## src/rtl/ctrl_frame_rx_parser.sv

```systemverilog
// ctrl_frame_rx_parser: AXIS control-frame receiver for slot-ID, sim-start and
// time-sync frames, with runt/oversize/tuser validation and saturating
// good/error frame counters.
module ctrl_frame_rx_parser #(
  parameter logic [15:0] P_SLOT_ID_TYPE   = 16'hff03,
  parameter logic [15:0] P_SIM_START      = 16'hff0a,
  parameter logic [15:0] P_TIME_TYPE      = 16'hff05,
  parameter logic [7:0]  P_TS_CODE        = 8'h66,
  parameter logic [7:0]  P_STD_CODE       = 8'h88,
  parameter logic [7:0]  P_RET_CODE       = 8'h55,
  parameter int unsigned P_SLOT_ID_W      = 3,
  parameter int unsigned P_MAX_BEATS      = 8,
  parameter bit          P_COMMIT_ON_LAST = 1'b1
) (
  input  logic                   i_clk,
  input  logic                   i_rst,
  input  logic                   s_ctrl_rx_axis_tvalid,
  input  logic [63:0]            s_ctrl_rx_axis_tdata,
  input  logic                   s_ctrl_rx_axis_tlast,
  input  logic [7:0]             s_ctrl_rx_axis_tkeep,
  input  logic                   s_ctrl_rx_axis_tuser,
  output logic [P_SLOT_ID_W-1:0] o_cur_slot_id,
  output logic                   o_syn_start,
  output logic                   o_sim_start,
  output logic [63:0]            o_recv_time_stamp,
  output logic                   o_recv_ts_valid,
  output logic [63:0]            o_recv_std_time,
  output logic                   o_recv_std_valid,
  output logic [63:0]            o_recv_return_ts,
  output logic                   o_recv_return_valid,
  output logic [15:0]            o_frame_cnt,
  output logic [15:0]            o_err_cnt
);

  localparam int unsigned LP_CNT_W = 8;
  localparam logic [LP_CNT_W-1:0] LP_LAST_BEAT = LP_CNT_W'(P_MAX_BEATS - 1);
  localparam logic [LP_CNT_W-1:0] LP_TIME_BEAT = LP_CNT_W'(2);

  typedef enum logic [1:0] {S_IDLE, S_HDR, S_BODY, S_DROP} state_t;
  typedef enum logic [2:0] {K_NONE, K_SYN, K_SIM, K_TS, K_STD, K_RET} kind_t;

  state_t                 state_q, state_d;
  logic [LP_CNT_W-1:0]    beat_cnt_q, beat_cnt_d;
  kind_t                  kind_q, kind_d;
  logic [P_SLOT_ID_W-1:0] slot_sh_q, slot_sh_d;
  logic [63:0]            time_sh_q, time_sh_d;

  logic [P_SLOT_ID_W-1:0] cur_slot_id_q, cur_slot_id_d;
  logic                   syn_start_q, syn_start_d;
  logic                   sim_start_q, sim_start_d;
  logic [63:0]            ts_q, ts_d;
  logic                   ts_valid_q, ts_valid_d;
  logic [63:0]            std_q, std_d;
  logic                   std_valid_q, std_valid_d;
  logic [63:0]            ret_q, ret_d;
  logic                   ret_valid_q, ret_valid_d;
  logic [15:0]            frame_cnt_q, frame_cnt_d;
  logic [15:0]            err_cnt_q, err_cnt_d;

  kind_t                  dec_kind;
  kind_t                  fire_kind;
  logic [P_SLOT_ID_W-1:0] fire_slot;
  logic [63:0]            fire_time;
  logic                   frame_good;
  logic                   frame_bad;

  // tkeep carries no meaning here: a tlast beat ends the frame whatever its byte enables
  logic unused_tkeep;
  assign unused_tkeep = ^s_ctrl_rx_axis_tkeep;

  // Classify the current beat as if it were beat1 (type and sub-code)
  always_comb begin
    dec_kind = K_NONE;
    if (s_ctrl_rx_axis_tdata[31:16] == P_SLOT_ID_TYPE) begin
      dec_kind = K_SYN;
    end else if (s_ctrl_rx_axis_tdata[31:16] == P_SIM_START) begin
      dec_kind = K_SIM;
    end else if (s_ctrl_rx_axis_tdata[31:16] == P_TIME_TYPE) begin
      if (s_ctrl_rx_axis_tdata[7:0] == P_TS_CODE) begin
        dec_kind = K_TS;
      end else if (s_ctrl_rx_axis_tdata[7:0] == P_STD_CODE) begin
        dec_kind = K_STD;
      end else if (s_ctrl_rx_axis_tdata[7:0] == P_RET_CODE) begin
        dec_kind = K_RET;
      end
    end
  end

  // Frame FSM: beat tracking, frame verdict and which pulse (if any) to issue
  always_comb begin
    state_d    = state_q;
    beat_cnt_d = beat_cnt_q;
    kind_d     = kind_q;
    slot_sh_d  = slot_sh_q;
    time_sh_d  = time_sh_q;
    fire_kind  = K_NONE;
    fire_slot  = slot_sh_q;
    fire_time  = time_sh_q;
    frame_good = 1'b0;
    frame_bad  = 1'b0;

    if (s_ctrl_rx_axis_tvalid) begin
      case (state_q)
        S_IDLE: begin
          if (s_ctrl_rx_axis_tlast) begin
            frame_bad  = 1'b1;
            beat_cnt_d = '0;
          end else begin
            state_d    = S_HDR;
            beat_cnt_d = LP_CNT_W'(1);
          end
        end

        S_HDR: begin
          kind_d    = dec_kind;
          slot_sh_d = s_ctrl_rx_axis_tdata[P_SLOT_ID_W-1:0];
          fire_slot = s_ctrl_rx_axis_tdata[P_SLOT_ID_W-1:0];
          if (!P_COMMIT_ON_LAST && (dec_kind == K_SYN || dec_kind == K_SIM)) begin
            fire_kind = dec_kind;
          end
          if (s_ctrl_rx_axis_tlast) begin
            state_d    = S_IDLE;
            beat_cnt_d = '0;
            // Only slot-ID and sim-start frames may be 2 beats long
            if ((dec_kind == K_SYN || dec_kind == K_SIM) && !s_ctrl_rx_axis_tuser) begin
              frame_good = 1'b1;
              if (P_COMMIT_ON_LAST) begin
                fire_kind = dec_kind;
              end
            end else begin
              frame_bad = 1'b1;
            end
          end else begin
            state_d    = S_BODY;
            beat_cnt_d = LP_CNT_W'(2);
          end
        end

        S_BODY: begin
          beat_cnt_d = LP_CNT_W'(beat_cnt_q + LP_CNT_W'(1));
          if (beat_cnt_q == LP_TIME_BEAT) begin
            time_sh_d = s_ctrl_rx_axis_tdata;
            fire_time = s_ctrl_rx_axis_tdata;
            if (!P_COMMIT_ON_LAST && (kind_q == K_TS || kind_q == K_STD || kind_q == K_RET)) begin
              fire_kind = kind_q;
            end
          end
          if (s_ctrl_rx_axis_tlast) begin
            state_d    = S_IDLE;
            beat_cnt_d = '0;
            if (s_ctrl_rx_axis_tuser) begin
              frame_bad = 1'b1;
            end else begin
              frame_good = 1'b1;
              if (P_COMMIT_ON_LAST) begin
                fire_kind = kind_q;
              end
            end
          end else if (beat_cnt_q == LP_LAST_BEAT) begin
            state_d = S_DROP;
          end
        end

        S_DROP: begin
          if (s_ctrl_rx_axis_tlast) begin
            state_d    = S_IDLE;
            beat_cnt_d = '0;
            frame_bad  = 1'b1;
          end
        end

        default: begin
          state_d    = S_IDLE;
          beat_cnt_d = '0;
        end
      endcase
    end
  end

  // Output pulses, held values and saturating counters
  always_comb begin
    syn_start_d   = (fire_kind == K_SYN);
    sim_start_d   = (fire_kind == K_SIM);
    ts_valid_d    = (fire_kind == K_TS);
    std_valid_d   = (fire_kind == K_STD);
    ret_valid_d   = (fire_kind == K_RET);
    cur_slot_id_d = (fire_kind == K_SYN) ? fire_slot : cur_slot_id_q;
    ts_d          = (fire_kind == K_TS)  ? fire_time : ts_q;
    std_d         = (fire_kind == K_STD) ? fire_time : std_q;
    ret_d         = (fire_kind == K_RET) ? fire_time : ret_q;
    frame_cnt_d   = frame_cnt_q;
    err_cnt_d     = err_cnt_q;
    if (frame_good && frame_cnt_q != 16'hffff) begin
      frame_cnt_d = frame_cnt_q + 16'd1;
    end
    if (frame_bad && err_cnt_q != 16'hffff) begin
      err_cnt_d = err_cnt_q + 16'd1;
    end
  end

  // State, shadow and output registers
  always_ff @(posedge i_clk or posedge i_rst) begin
    if (i_rst) begin
      state_q       <= S_IDLE;
      beat_cnt_q    <= '0;
      kind_q        <= K_NONE;
      slot_sh_q     <= '0;
      time_sh_q     <= '0;
      cur_slot_id_q <= '0;
      syn_start_q   <= 1'b0;
      sim_start_q   <= 1'b0;
      ts_q          <= '0;
      ts_valid_q    <= 1'b0;
      std_q         <= '0;
      std_valid_q   <= 1'b0;
      ret_q         <= '0;
      ret_valid_q   <= 1'b0;
      frame_cnt_q   <= '0;
      err_cnt_q     <= '0;
    end else begin
      state_q       <= state_d;
      beat_cnt_q    <= beat_cnt_d;
      kind_q        <= kind_d;
      slot_sh_q     <= slot_sh_d;
      time_sh_q     <= time_sh_d;
      cur_slot_id_q <= cur_slot_id_d;
      syn_start_q   <= syn_start_d;
      sim_start_q   <= sim_start_d;
      ts_q          <= ts_d;
      ts_valid_q    <= ts_valid_d;
      std_q         <= std_d;
      std_valid_q   <= std_valid_d;
      ret_q         <= ret_d;
      ret_valid_q   <= ret_valid_d;
      frame_cnt_q   <= frame_cnt_d;
      err_cnt_q     <= err_cnt_d;
    end
  end

  assign o_cur_slot_id       = cur_slot_id_q;
  assign o_syn_start         = syn_start_q;
  assign o_sim_start         = sim_start_q;
  assign o_recv_time_stamp   = ts_q;
  assign o_recv_ts_valid     = ts_valid_q;
  assign o_recv_std_time     = std_q;
  assign o_recv_std_valid    = std_valid_q;
  assign o_recv_return_ts    = ret_q;
  assign o_recv_return_valid = ret_valid_q;
  assign o_frame_cnt         = frame_cnt_q;
  assign o_err_cnt           = err_cnt_q;

endmodule

```

## config.mk

```make
export PLATFORM = sky130hd
export DESIGN_NAME = ctrl_frame_rx_parser
export DESIGN_NICKNAME = d
export VERILOG_FILES = /design/src/rtl/ctrl_frame_rx_parser.sv
export SDC_FILE = /design/constraint.sdc
export NUM_CORES = 1
export LEC_CHECK = 0
export ABC_AREA = 1
export CAP_MARGIN = 30
export CORE_ASPECT_RATIO = 1.5
export CORE_MARGIN = 8
export CORE_UTILIZATION = 40
export CTS_BUF_LIST = sky130_fd_sc_hd__clkbuf_8
export CTS_CLUSTER_SIZE = 40
export DETAILED_ROUTE_END_ITERATION = 10
export HOLD_SLACK_MARGIN = 0.06
export PLACE_DENSITY = 0.66
export SYNTH_ARGS = -nofsm -noshare
export SYNTH_HDL_FRONTEND = slang
export SYNTH_SLANG_ARGS = --single-unit
export TNS_END_PERCENT = 50
```

## constraint.sdc

```tcl
create_clock -name i_clk -period 19 [get_ports i_clk]
set_clock_uncertainty 0.05 [all_clocks]
set_input_delay 3.8 -clock i_clk [delete_from_list [all_inputs] [get_ports i_clk]]
set_output_delay 3.8 -clock i_clk [all_outputs]
set_load 0.02 [all_outputs]
```

==> run_results.csv <==
group,metric,value,unit
cells_and_area,layout.cells.most_common_list,"610 x sky130_fd_sc_hd__nand2_1, 312 x sky130_fd_sc_hd__dfrtp_1, 300 x sky130_fd_sc_hd__clkdlybuf4s50_1",
synth,post-synth-top-area-cell,"sky130_fd_sc_hd__dfrtp_1",
synth,largest_family_of_logic_cells_by_synthesized_area,"simple AND/OR/NAND/NOR gates",
synth,synth-edff-count,0,
clock_network,insertion_delay,0.58,ns
clock_network,cts_hold_buf,0,
clock_network,tritoncts,"built",
setup_path,worst_path_max_delay_cell,"sky130_fd_sc_hd__nand4_1",
synth,async_flop_share,1.00,
synth,fraction_of_synthesized_cell_area_taken_by_the_top_area_cell_type,0.591,
timing,fin_worst_hold_slack,0.422,ns
clock_network,clockRootBuffer,"sky130_fd_sc_hd__clkbuf_8",
die,placement_row_count,81,
setup_path,critical_path.reg2reg.startpoint,"state_q[0]$_DFFE_PP0P_",
place,placement.cell_area,16500,µm²
place,gpl.final_weighted_congestion,0.847,
power_and_ir_drop,leakage_power,8.90,nW
global_routing,grt_pass1_wl,65.5,mm
place,dp.final_hpwl,27.4,mm
synth,synthTopCellsByArea,"sky130_fd_sc_hd__dfrtp_1 59%, sky130_fd_sc_hd__nand2_1 17%, sky130_fd_sc_hd__mux2_2 4.4%",
die,num_io_pins,309,
detailed_routing,route.detailed.vias_per_inst,5.05,
synth,synth-simple-area-share,0.245,
synth,synth-adder-area-share,0.00853,
setup_path,critical_path.n_buffers_inverters,4,
cells_and_area,final_nets,1821,
worst_hold_path,hold_class,"reg2reg",
clock_network,clkSinkCount,312,
synth,postSynthRegisterBits,312,
global_routing,grt_antenna_before_repair,4,
synth,synth.mux.area_fraction,0.0444,
die,y_dimension_of_the_die,239,µm
clock_network,cts_made_buffers,48,
timing,rsz0062_at_grt,"false",
timing,worst_pin_slew,0.925,ns
setup_path,critPathArrivalTime,7.47,ns
setup_path,critical_path.cell_chain,"clkdlybuf4s50_1, nor2_1, nand2_1, nor2_1, nand2_1, nand2_1, nand4_1, nand2_1, inv_2, buf_4, nand4_1, buf_4, nand2_1, nand2_1",
cells_and_area,postLayoutCoreUtil,0.541,
die,starting_utilization_of_the_core_area,0.406,
run_status,run_status,"finished, final reports clean",
synth,synthXorXnorAreaFrac,0.0186,
synth,synth.yosys.warnings,0,
synth,synth-compound-area-share,0.0447,
timing,final.min_clock_period,7.05,ns
global_routing,grt_start_max_net_pins,171,
synth,synthesis.nets,1534,
detailed_routing,detail-route-antenna-nets,0,
timing,hold_viol,0,
setup_path,worstSetupPathType,"in2reg",
timing,timing.setup.tns,0,ns
cells_and_area,final_common_cell,"sky130_fd_sc_hd__nand2_1",
detailed_routing,detailedRoute.firstIterationViolations,604,
timing,finalCritPeriodShare,0.371,
clock_network,cts_repair_resize_count,0,
synth,synth-seq-area-share,0.591,
cells_and_area,final_design_area_no_fill,17600,µm²
clock_network,cts.reportedPaths.clkPinSlew,0.06,ns
detailed_routing,drt-total-wl,42.3,mm
detailed_routing,drc,0,
global_routing,track_usage,0.214,
place,port_buffers,300,
flow_run,cap_violations,0,
setup_path,crit_path_end_kind,"flop",
cells_and_area,areaGrowthSynthToFinish,33.2,%
synth,synthCells,1448,
power_and_ir_drop,worst_ir_drop_vdd,0.0592,mV
detailed_routing,route.detailed.wl_per_inst,19.3,µm
setup_path,worstPathRequired,19.42,ns
timing,final-setup-viol-count,0,
synth,yosysUniqueCellTypes,32,
power_and_ir_drop,fin_total_pwr,0.00159,W
timing,final-max-slew-violation-count,0,
setup_path,cp-startpoint,"s_ctrl_rx_axis_tdata[22]",
detailed_routing,route.vias.total,11056,
timing,fmax,142,MHz
timing,slew_headroom,0.383,
setup_path,path_common_cell,"sky130_fd_sc_hd__nand2_1",
synth,mapped_area,13200,µm²
die,die_width,164,µm
clock_network,post-cts-setup-buffers,0,
worst_hold_path,hold_path.startpoint,"o_recv_return_ts[45]$_DFFE_PP0N_",
global_routing,vias_in_the_first_global_route,11480,
setup_path,crit_family,"buffers and inverters",
clock_network,cts-htree-levels,2,
clock_network,clock_path_buffers,3,
cells_and_area,ratio_of_cells_with_drive_above_1_in_the_final_layout,0.0915,
setup_path,critical_path.max_fanout,58,
synth,ys.flop_type,"sky130_fd_sc_hd__dfrtp_1",
setup_path,cp-start-kind,"input pin",
synth,syn_area_per_cell,9.12,µm²
die,fp.dieArea,39200,µm²
global_routing,grt_overflow_total,0,
detailed_routing,drt_first_pass_iters,5,
power_and_ir_drop,cellPowerDensity,90.1,nW/µm²
die,total_core_area,32500,µm²
setup_path,worst_path_largest_cell_delay,0.68,ns
-- path summary, 6_finish.rpt --
path | end | slack (ns) | depth (start not counted)
min in group asynchronous | o_recv_std_time[59]$_DFFE_PP0N_ | 3.55 | 2
worst min-delay path | o_recv_return_ts[45]$_DFFE_PP0N_ | 0.42 | 2
max in group asynchronous | o_recv_time_stamp[38]$_DFFE_PP0N_ | 13.59 | 4
worst max register to register | o_recv_return_ts[50]$_DFFE_PP0N_ | 15.33 | 12
worst max-delay path | o_recv_return_ts[50]$_DFFE_PP0N_ | 11.95 | 14
worst min register to register | o_recv_return_ts[45]$_DFFE_PP0N_ | 0.42 | 2
-- where the power goes --
group          internal, W  switching, W  leakage (nW)  total [W]
clock network     0.000310      0.000270         0.556   0.000580
registers         0.000733     0.0000279          4.28   0.000761
logic            0.0000923      0.000152          4.06   0.000244
-- cells in the mapped netlist, types with 2 or more instances --
cell type / n
sky130_fd_sc_hd__buf_1: 13
sky130_fd_sc_hd__nand3_1: 20
sky130_fd_sc_hd__xnor2_1: 13
sky130_fd_sc_hd__a21oi_1: 10
sky130_fd_sc_hd__inv_2: 5
sky130_fd_sc_hd__buf_6: 6
sky130_fd_sc_hd__xor2_1: 15
sky130_fd_sc_hd__dfrtp_1: 312
sky130_fd_sc_hd__nor3_1: 14
sky130_fd_sc_hd__o21ai_1: 8
sky130_fd_sc_hd__o21ai_0: 92
sky130_fd_sc_hd__mux2_2: 52
sky130_fd_sc_hd__nor4_1: 3
sky130_fd_sc_hd__nand2_1: 612
sky130_fd_sc_hd__inv_1: 67
sky130_fd_sc_hd__nand3b_1: 2
sky130_fd_sc_hd__buf_2: 26
sky130_fd_sc_hd__nand4_1: 80
sky130_fd_sc_hd__clkbuf_1: 31
sky130_fd_sc_hd__ha_1: 9
sky130_fd_sc_hd__nor2_1: 47
-- per-stage QoR --
stage                     worst slack [ns]  instances
after floorplan                       6.52       1448
after global placement               11.40       2096
after detailed placement             11.37       2099
after CTS                            12.00       2185
after global routing                 11.68       2190
final                                11.95       2190
-- flip-flops by register name, indices dropped and copies added (netlist names) --
name                 count
o_recv_return_ts        64
o_recv_std_time         64
o_recv_time_stamp       64
time_sh_q               64
o_err_cnt               16
o_frame_cnt             16
beat_cnt_q               8
kind_q                   3
o_cur_slot_id            3
slot_sh_q                3
state_q                  2
o_recv_return_valid      1
o_recv_std_valid         1
o_recv_ts_valid          1
o_sim_start              1
o_syn_start              1
-- area by class of cell --
type | count | area [µm²]
sequential | 312 | 7810
clock buffer | 66 | 908
clock inverter | 20 | 100
inverter | 72 | 278
timing repair buffer | 313 | 3170
tap | 415 | 519
multi-input combinational | 988 | 4800
antenna | 4 | 10.0
fill | 2967 | 14900
-- per-layer routing --
layer	part of all wire	track usage	vias to the layer above
met5	0	0	-
met4	0.038	0.0931	0
met3	0.076	0.0538	88
met2	0.50	0.374	403
met1	0.38	0.243	5337
li1	-	-	5228
-- tightest hold or removal path: cells and delay by family (launching register included) --
kind / cells / cell delay [ns]
and+or+nand+nor: 2 / 0.09
DFF: 1 / 0.34
-- cells by family after synthesis --
group | after synthesis
AND/OR/NAND/NOR | 784
flip-flops | 312
AO/OA/AOI/OAI | 115
multiplexers | 52
adder cells (fa/ha/maj) | 9
buffers and inverters | 148
XOR/XNOR | 28
Note: power is estimated with default switching activity, not from simulation.
